File: src/rtl/gb_instr_issuer.sv
// Instruction issue stage feeding gbprocessor: buffers opcode/operand pairs in a
// small FIFO and issues each as a one-cycle valid pulse, spaced by GAP idle cycles.
module gb_instr_issuer #(
  parameter int DEPTH = 8,
  parameter int GAP   = 1
) (
  input  logic                   clock,
  input  logic                   reset,
  input  logic [7:0]             in_instruction,
  input  logic [7:0]             in_data,
  input  logic                   in_valid,
  output logic                   in_ready,
  input  logic                   flush,
  output logic [7:0]             instruction,
  output logic [7:0]             data_out,
  output logic                   valid,
  output logic [$clog2(DEPTH):0] count,
  output logic [15:0]            issued
);

  // state | meaning
  // IDLE  | nothing in flight; issue the FIFO head as soon as one exists
  // ISSUE | valid is high for this single cycle
  // WAIT  | enforced idle gap, gap_cnt counts down to 1

  localparam int AW = $clog2(DEPTH);
  localparam logic [3:0] GAP_LD = 4'(GAP);

  typedef enum logic [1:0] {IDLE, ISSUE, WAIT} state_t;

  state_t      state, state_next;
  logic [7:0]  mem_instr [DEPTH];
  logic [7:0]  mem_data  [DEPTH];
  logic [AW:0] wr_ptr, rd_ptr;
  logic [3:0]  gap_cnt;
  logic        full, empty, push, pop, load_gap;

  assign empty    = (wr_ptr == rd_ptr);
  assign full     = (wr_ptr[AW] != rd_ptr[AW]) && (wr_ptr[AW-1:0] == rd_ptr[AW-1:0]);
  assign in_ready = !full && !reset && !flush;
  assign push     = in_valid && in_ready;
  assign count    = wr_ptr - rd_ptr;

  always_comb begin
    state_next = state;
    pop        = 1'b0;
    load_gap   = 1'b0;
    case (state)
      IDLE: begin
        if (!empty) begin
          pop        = 1'b1;
          state_next = ISSUE;
        end
      end
      ISSUE: begin
        if (GAP == 0) begin
          if (!empty) pop = 1'b1;
          else        state_next = IDLE;
        end else begin
          load_gap   = 1'b1;
          state_next = WAIT;
        end
      end
      WAIT: begin
        // last gap cycle issues directly, so exactly GAP low cycles sit between pulses
        if (gap_cnt <= 4'd1) begin
          if (!empty) begin
            pop        = 1'b1;
            state_next = ISSUE;
          end else begin
            state_next = IDLE;
          end
        end
      end
      default: state_next = IDLE;
    endcase
  end

  always_ff @(posedge clock) begin
    if (push) begin
      mem_instr[wr_ptr[AW-1:0]] <= in_instruction;
      mem_data[wr_ptr[AW-1:0]]  <= in_data;
    end
  end

  always_ff @(posedge clock) begin
    if (reset) begin
      state       <= IDLE;
      wr_ptr      <= '0;
      rd_ptr      <= '0;
      gap_cnt     <= '0;
      valid       <= 1'b0;
      instruction <= '0;
      data_out    <= '0;
      issued      <= '0;
    end else if (flush) begin
      state       <= IDLE;
      wr_ptr      <= '0;
      rd_ptr      <= '0;
      gap_cnt     <= '0;
      valid       <= 1'b0;
      instruction <= '0;
      data_out    <= '0;
    end else begin
      state <= state_next;
      valid <= pop;
      if (push) wr_ptr <= wr_ptr + 1'b1;
      if (pop) begin
        rd_ptr      <= rd_ptr + 1'b1;
        instruction <= mem_instr[rd_ptr[AW-1:0]];
        data_out    <= mem_data[rd_ptr[AW-1:0]];
        issued      <= issued + 16'd1;
      end
      if (load_gap)           gap_cnt <= GAP_LD;
      else if (state == WAIT) gap_cnt <= gap_cnt - 4'd1;
    end
  end

endmodule

File: config.mk
export PLATFORM = sky130hd
export DESIGN_NAME = gb_instr_issuer
export DESIGN_NICKNAME = d
export VERILOG_FILES = /design/src/rtl/gb_instr_issuer.sv
export SDC_FILE = /design/constraint.sdc
export NUM_CORES = 1
export LEC_CHECK = 0
export ABC_AREA = 1
export ABC_CLOCK_PERIOD_IN_PS = 2950
export CAP_MARGIN = 10
export CORE_AREA = 3 3 144 146
export DETAILED_ROUTE_END_ITERATION = 10
export DIE_AREA = 0 0 147 149
export GPL_ROUTABILITY_DRIVEN = 0
export PLACE_DENSITY = 0.6
export SYNTH_ARGS = -nofsm -noshare
export SYNTH_HDL_FRONTEND = slang
export SYNTH_SLANG_ARGS = --single-unit
File: constraint.sdc
create_clock -name clock -period 2.95 [get_ports clock]
set_clock_uncertainty 0.15 [all_clocks]
set_input_delay 0.295 -clock clock [delete_from_list [all_inputs] [get_ports clock]]
set_output_delay 0.295 -clock clock [all_outputs]
set_load 0.01 [all_outputs]
### Word level (Yosys, flattened, before mapping)

Memory sizes are Yosys's and may differ from the RTL's. A register that Yosys moved wholly into a read port is not among the register bits.
Index checks and enable logic that the tools add are counted.

| storage, ports and cells | value |
|---|---|
| output and inout port bits | 38 |
| bits in registers | 31 |
| word-level logic and storage cells | 48 |
| memories | 2 |
| memory bits (writable) | 128 |

| cells by class | value |
|---|---|
| bitwise logic cells | 1 |
| add/subtract/negate cells | 5 |
| reduce and logical (&&, ||, !) cells | 13 |
| muxes and demuxes | 12 |
| order comparisons | 1 |
| equality and inequality tests | 7 |

Memories:

| name | words | bits a word | rd ports | clocked after Yosys merged registers in | write ports | RTL line | text |
|---|---|---|---|---|---|---|---|
| mem_data | 8 | 8 | 1 | 1 | 1 | 33 | `logic [7:0] mem_data [DEPTH];` |
| mem_instr | 8 | 8 | 1 | 1 | 1 | 32 | `logic [7:0] mem_instr [DEPTH];` |

Operators with widths:

| kind | count |
|---|---|
| 16-bit by 1-bit adder with 16-bit output, second input constant | 1 |
| 4-bit by 1-bit adder with 4-bit output, second input constant | 2 |
| 1-bit 2-to-1 mux | 8 |
| 2-bit case mux with 3 select lines | 1 |
| 4-bit equality test | 1 |
| 4-bit by 1-bit less-or-equal comparator with 1-bit output, second input constant | 1 |
| 1-bit logical AND | 4 |
| 2-bit 2-to-1 mux | 2 |
| 2-bit inequality test, second input constant | 2 |
| 2-bit AND reduction | 2 |
| 4-bit by 1-bit subtractor with 4-bit output, second input constant | 1 |
| 4-bit subtractor | 1 |
| 3-bit equality test | 1 |
| 1-bit logical NOT | 3 |
| 3-bit OR reduction | 1 |
| 2-bit by 1-bit equality test with 1-bit output, second input constant | 1 |
| 2-bit equality test, second input constant | 1 |
| 2-bit logical NOT | 1 |
| 1-bit case mux with 2 select lines | 1 |
| 2-bit nonzero test | 1 |
| 2-bit OR reduction | 1 |
| 1-bit inequality test | 1 |
| 1-bit inverter | 1 |

### Depth between registers and ports, before layout

| logic depth | value |
|---|---|
| word-level depth | 8 |
| mapped depth | 12 |
| mapped depth without buffers | 11 |

### Least setup slack after synthesis

No wires, ideal clock.

| timing | value |
|---|---|
| path type | register -> register |
| from | reg rd_ptr[2] |
| to | mem mem_data[0][0], enable pin |
| cell stages (with the launch flop) | 10 |
| library setup time | 388 ps |
| data required time | 2412 ps |
| slack | -26 ps |
| data arrival time | 2438 ps |
| buffers on the path | 2 |
| cells stage by stage | dfxtp_1 > buf_4 > clkinv_1 > buf_2 > ha_1 > inv_2 > nor2_8 > a21oi_4 > nand3_4 > nor2_1 |

| between the ends | value |
|---|---|
| cells in the longest elaborated chain, start to end | 8 |

RTL lines:

| item | RTL line | text |
|---|---|---|
| from (decl) | 34 | `logic [AW:0] wr_ptr, rd_ptr;` |
| from (signal assigned) | 109 | `rd_ptr <= rd_ptr + 1'b1;` |
| 3-bit equality test | 39 | `assign full = (wr_ptr[AW] != rd_ptr[AW]) && (wr_ptr[AW-1:0] == rd_ptr[AW-1:0]);` |
| 1-bit logical AND | 39 |  |
| 1-bit logical NOT | 40 | `assign in_ready = !full && !reset && !flush;` |
| 1-bit logical AND (2 in series) | 40 |  |
| via in_ready | 12 | `output logic in_ready,` |
| 1-bit logical AND | 41 | `assign push = in_valid && in_ready;` |
| 1-bit 2-to-1 mux | 80 | `if (push) begin` |
| 1-bit 2-to-1 mux (not written as such) | 82 | `mem_data[wr_ptr[AW-1:0]] <= in_data;` |
| to (decl) | 33 |  |

The timed path passes the listed nets, and every way through them passes these cells.

### Worst setup path in the final report

| timing | value |
|---|---|
| from | reg wr_ptr[0] |
| to | out count[2] |

| between the ends | value |
|---|---|
| cells in the longest elaborated chain, start to end | 1 |

RTL lines:

| item | RTL line | text |
|---|---|---|
| from (decl) | 34 |  |
| from (signal assigned) | 107 | `if (push) wr_ptr <= wr_ptr + 1'b1;` |
| 4-bit subtractor | 42 | `assign count = wr_ptr - rd_ptr;` |
| to (decl) | 17 | `output logic [$clog2(DEPTH):0] count,` |

No other way between the ends.

==> flow_metrics.env <==
export IMPL_htree_levels=4
export IMPL_clk_insertion_delay_late_ns=0.43
export IMPL_placed_area_um2=8463
export IMPL_period_needed_ns=2.801
export IMPL_cts_setup_buffers=0
export IMPL_fill_cells=1842
export IMPL_drc_errors=0
export IMPL_syn2layout_area_growth_pct=19.64
export IMPL_grt_overflow=0
export IMPL_status="finished, final reports clean"
export IMPL_start_kind="register"
export IMPL_grt_pass1_wl_um=27260
export IMPL_fmax_mhz=357.1
export IMPL_crit_path_end_kind="output pin"
export IMPL_dr_pass1_iters=5
export IMPL_ys_warn_count=0
export IMPL_grt_setup_unrepaired="false"
export IMPL_critPathLaunch="wr_ptr[0]$_SDFFE_PP0P_"
export IMPL_cts_buffers=17
export IMPL_drt_iter0_markers=436
export IMPL_start_util_pct=38.80
export IMPL_clockBufferDepth=2
export IMPL_async_reset_ff_share_pct=0
export IMPL_r2r_start="wr_ptr[0]$_SDFFE_PP0P_"
export IMPL_cts_tree="built"
export IMPL_num_rows=51
export IMPL_clk_pin_slew_ns=0.06
export IMPL_wl_per_cell_um=15.79
export IMPL_r2r_setup_slack_ns=0.50
export IMPL_pin_count=58
export IMPL_p_leak_nw=3.163
export IMPL_port_buffers=57
export IMPL_grt_pass1_vias=4928
export IMPL_ant_nets=0
export IMPL_hold_violations=0
export IMPL_grt_use_total_pct=16.03
export IMPL_nNetsFinal=838
export IMPL_wl_um=17100
export IMPL_arrival_ns=2.36
export IMPL_ctsHoldBuffers=0
export IMPL_ys_ff_latch=175
export IMPL_seq_area_frac_synth_pct=63.15
export IMPL_worstMarginPinSlew_ns=0.7131
export IMPL_die_h_um=149
export IMPL_totalPowerFinal_mw=5.287
export IMPL_cp_data_required_time_ns=2.51
export IMPL_cpMaxStageDelayCell="clkdlybuf4s50_1"
export IMPL_synth_cells=741
export IMPL_setup_viol=0
export IMPL_avgSynthCellArea_um2=10.22
export IMPL_cp_endpoint="count[2]"
export IMPL_ys_flop_type="edfxtp_1"
export IMPL_drive_above_1_share_pct=10.27
export IMPL_design_area_um2=9064
export IMPL_r2r_cells=8
export IMPL_diodes=0
export IMPL_syn_nets=774
export IMPL_synth_cell_area_um2=7576
export IMPL_min_period_over_period_pct=94.93
export IMPL_cts_sinks=175
export IMPL_powerDensity_nw_per_um2=583.3
export IMPL_slew_violations=0
export IMPL_final_util_pct=46.42
export IMPL_vias=5275
export IMPL_cp_top_family="buffers and inverters"
export IMPL_dp_hpwl_um=10750
export IMPL_ir_drop_v=0.0004206
export IMPL_synth_edff_count=128
export IMPL_dieWidth_um=147
export IMPL_grt_max_degree=68
export IMPL_crit_chain="inv_2 -> ha_1 -> fa_1 -> xnor2_2 -> clkdlybuf4s50_1"
export IMPL_maxCapViolations=0
export IMPL_cts_root_buf="clkbuf_16"
export IMPL_cp_num_buf_inv=2
export IMPL_cp_max_fo=5
export IMPL_crit_type="register to output pin"
export IMPL_worst_path_stages=5
export IMPL_maxSlewHeadroom_pct=52.46
export IMPL_coreArea_um2=19530
export IMPL_dieArea_um2=21900
export IMPL_antenna_found_initial=0
export IMPL_hp_class="register to register"
export IMPL_routed_via_density=4.871
export IMPL_ys_types=38
export IMPL_r2r_end="mem_instr[7][1]$_DFFE_PP_"
export IMPL_max_stage_delay_ns=0.57
cell type report:
cell class                      count  area, um^2  share of cell area (%)
Sequential cell                   175        4787                   52.82
Multi-Input combinational cell    499        2472                   27.28
Timing Repair Buffer               77       745.7                   8.227
Clock buffer                       19       442.9                   4.887
Tap cell                          265       331.6                   3.658
Clock inverter                     13       147.6                   1.629
Inverter                           35       136.4                   1.505
worst register-to-register path, cell delays in order, from the launching register on:
cell     delay [ns]
dfxtp_1        0.38
inv_2          0.11
ha_1           0.32
nand2_1        0.17
nor2_8         0.06
a21oi_4        0.26
nand2_4        0.14
nor2_2         0.36
buf_12         0.20
stage by stage:
step | TNS (ns) | hold WS [ns] | instances | setup slack [ns]
final | 0 | 0.3147 | 1083 | 0.1495
after global routing | 0 | 0.3387 | 1083 | 0.02750
after CTS | 0 | 0.3189 | 1083 | 0.01852
after detailed placement | 0 | 0.3088 | 1051 | 0.4146
after global placement | 0 | 0.3049 | 1051 | 0.4586
after floorplan | -1.248 | 0.2141 | 741 | -0.02599
per-layer routing:
layer | up-vias | share of wire, % | GRT usage, % | routed length [um]
met5 | - | 0 | 0 | 0
met4 | 0 | 0.55 | 4.240 | 94
met1 | 2506 | 47 | 22.53 | 8028
met3 | 7 | 5.2 | 3.494 | 892
li1 | 2646 | - | - | -
met2 | 116 | 47 | 25.44 | 8088
power by group:
part | total, mW | internal [mW] | switching [mW]
Clock | 2.26 | 1.29 | 0.969
Sequential | 2.67 | 2.66 | 0.0124
Combinational | 0.363 | 0.125 | 0.238
Total | 5.29 | 4.07 | 1.22
cell families after synthesis:
family,count (synthesis),share of synthesized area (%)
AND/OR/NAND/NOR,375,22.03
flip-flops,175,63.15
AO/OA/AOI/OAI,100,6.920
buffers and inverters,67,4.376
adder cells (fa/ha/maj),13,2.246
XOR/XNOR,11,1.272
placed cells by master (no fill, tap or decap), types with 17 or more instances in the layout:
cell type / n
edfxtp_1: 128
inv_1: 26
a21oi_1: 41
dfxtp_1: 45
clkbuf_16: 17
clkdlybuf4s50_1: 57
buf_4: 18
nor2_1: 123
o21ai_0: 37
nand2_1: 158
nand3_1: 65
synth_stat cells, types with 10 or more instances:
| master | instances | area, um^2 |
|---|---|---|
| edfxtp_1 | 128 | 3844 |
| o21ai_0 | 37 | 185.2 |
| ha_1 | 12 | 150.1 |
| nand2_1 | 158 | 593.1 |
| dfxtp_1 | 47 | 940.9 |
| inv_1 | 27 | 101.4 |
| o21ai_1 | 16 | 80.08 |
| a21oi_1 | 41 | 205.2 |
| xor2_1 | 10 | 87.58 |
| clkbuf_1 | 11 | 41.29 |
| nor2_1 | 124 | 465.5 |
| nand3_1 | 65 | 325.3 |
worst min-delay path by stage:
stage / start / end / slack, ns / cells after the start
global placement: data_out[3]$_SDFFE_PP0P_ / data_out[3]$_SDFFE_PP0P_ / 0.30 / 2
CTS: instruction[4]$_SDFFE_PP0P_ / instruction[4]$_SDFFE_PP0P_ / 0.32 / 2
finish: instruction[4]$_SDFFE_PP0P_ / instruction[4]$_SDFFE_PP0P_ / 0.31 / 2
detailed placement: instruction[4]$_SDFFE_PP0P_ / instruction[4]$_SDFFE_PP0P_ / 0.31 / 2
global route: instruction[6]$_SDFFE_PP0P_ / instruction[6]$_SDFFE_PP0P_ / 0.34 / 2
floorplan: reset / issued[1]$_SDFFE_PP0P_ / 0.21 / 1
what timing repair did:
action,CTS,global route
pin swaps,0,1
cloned,0,0
gates resized for setup,1,2
endpoints found under the setup margin,1,3
sequential cells by signal, summed over array words and instances, names as in the netlist:
| signal | count |
|---|---|
| valid | 1 |
| mem_instr | 64 |
| mem_data | 64 |
| issued | 16 |
| data_out | 8 |
| wr_ptr | 4 |
| instruction | 8 |
| gap_cnt | 4 |
| rd_ptr | 4 |
| state | 2 |
No activity file was read; power rests on OpenSTA's default activity.
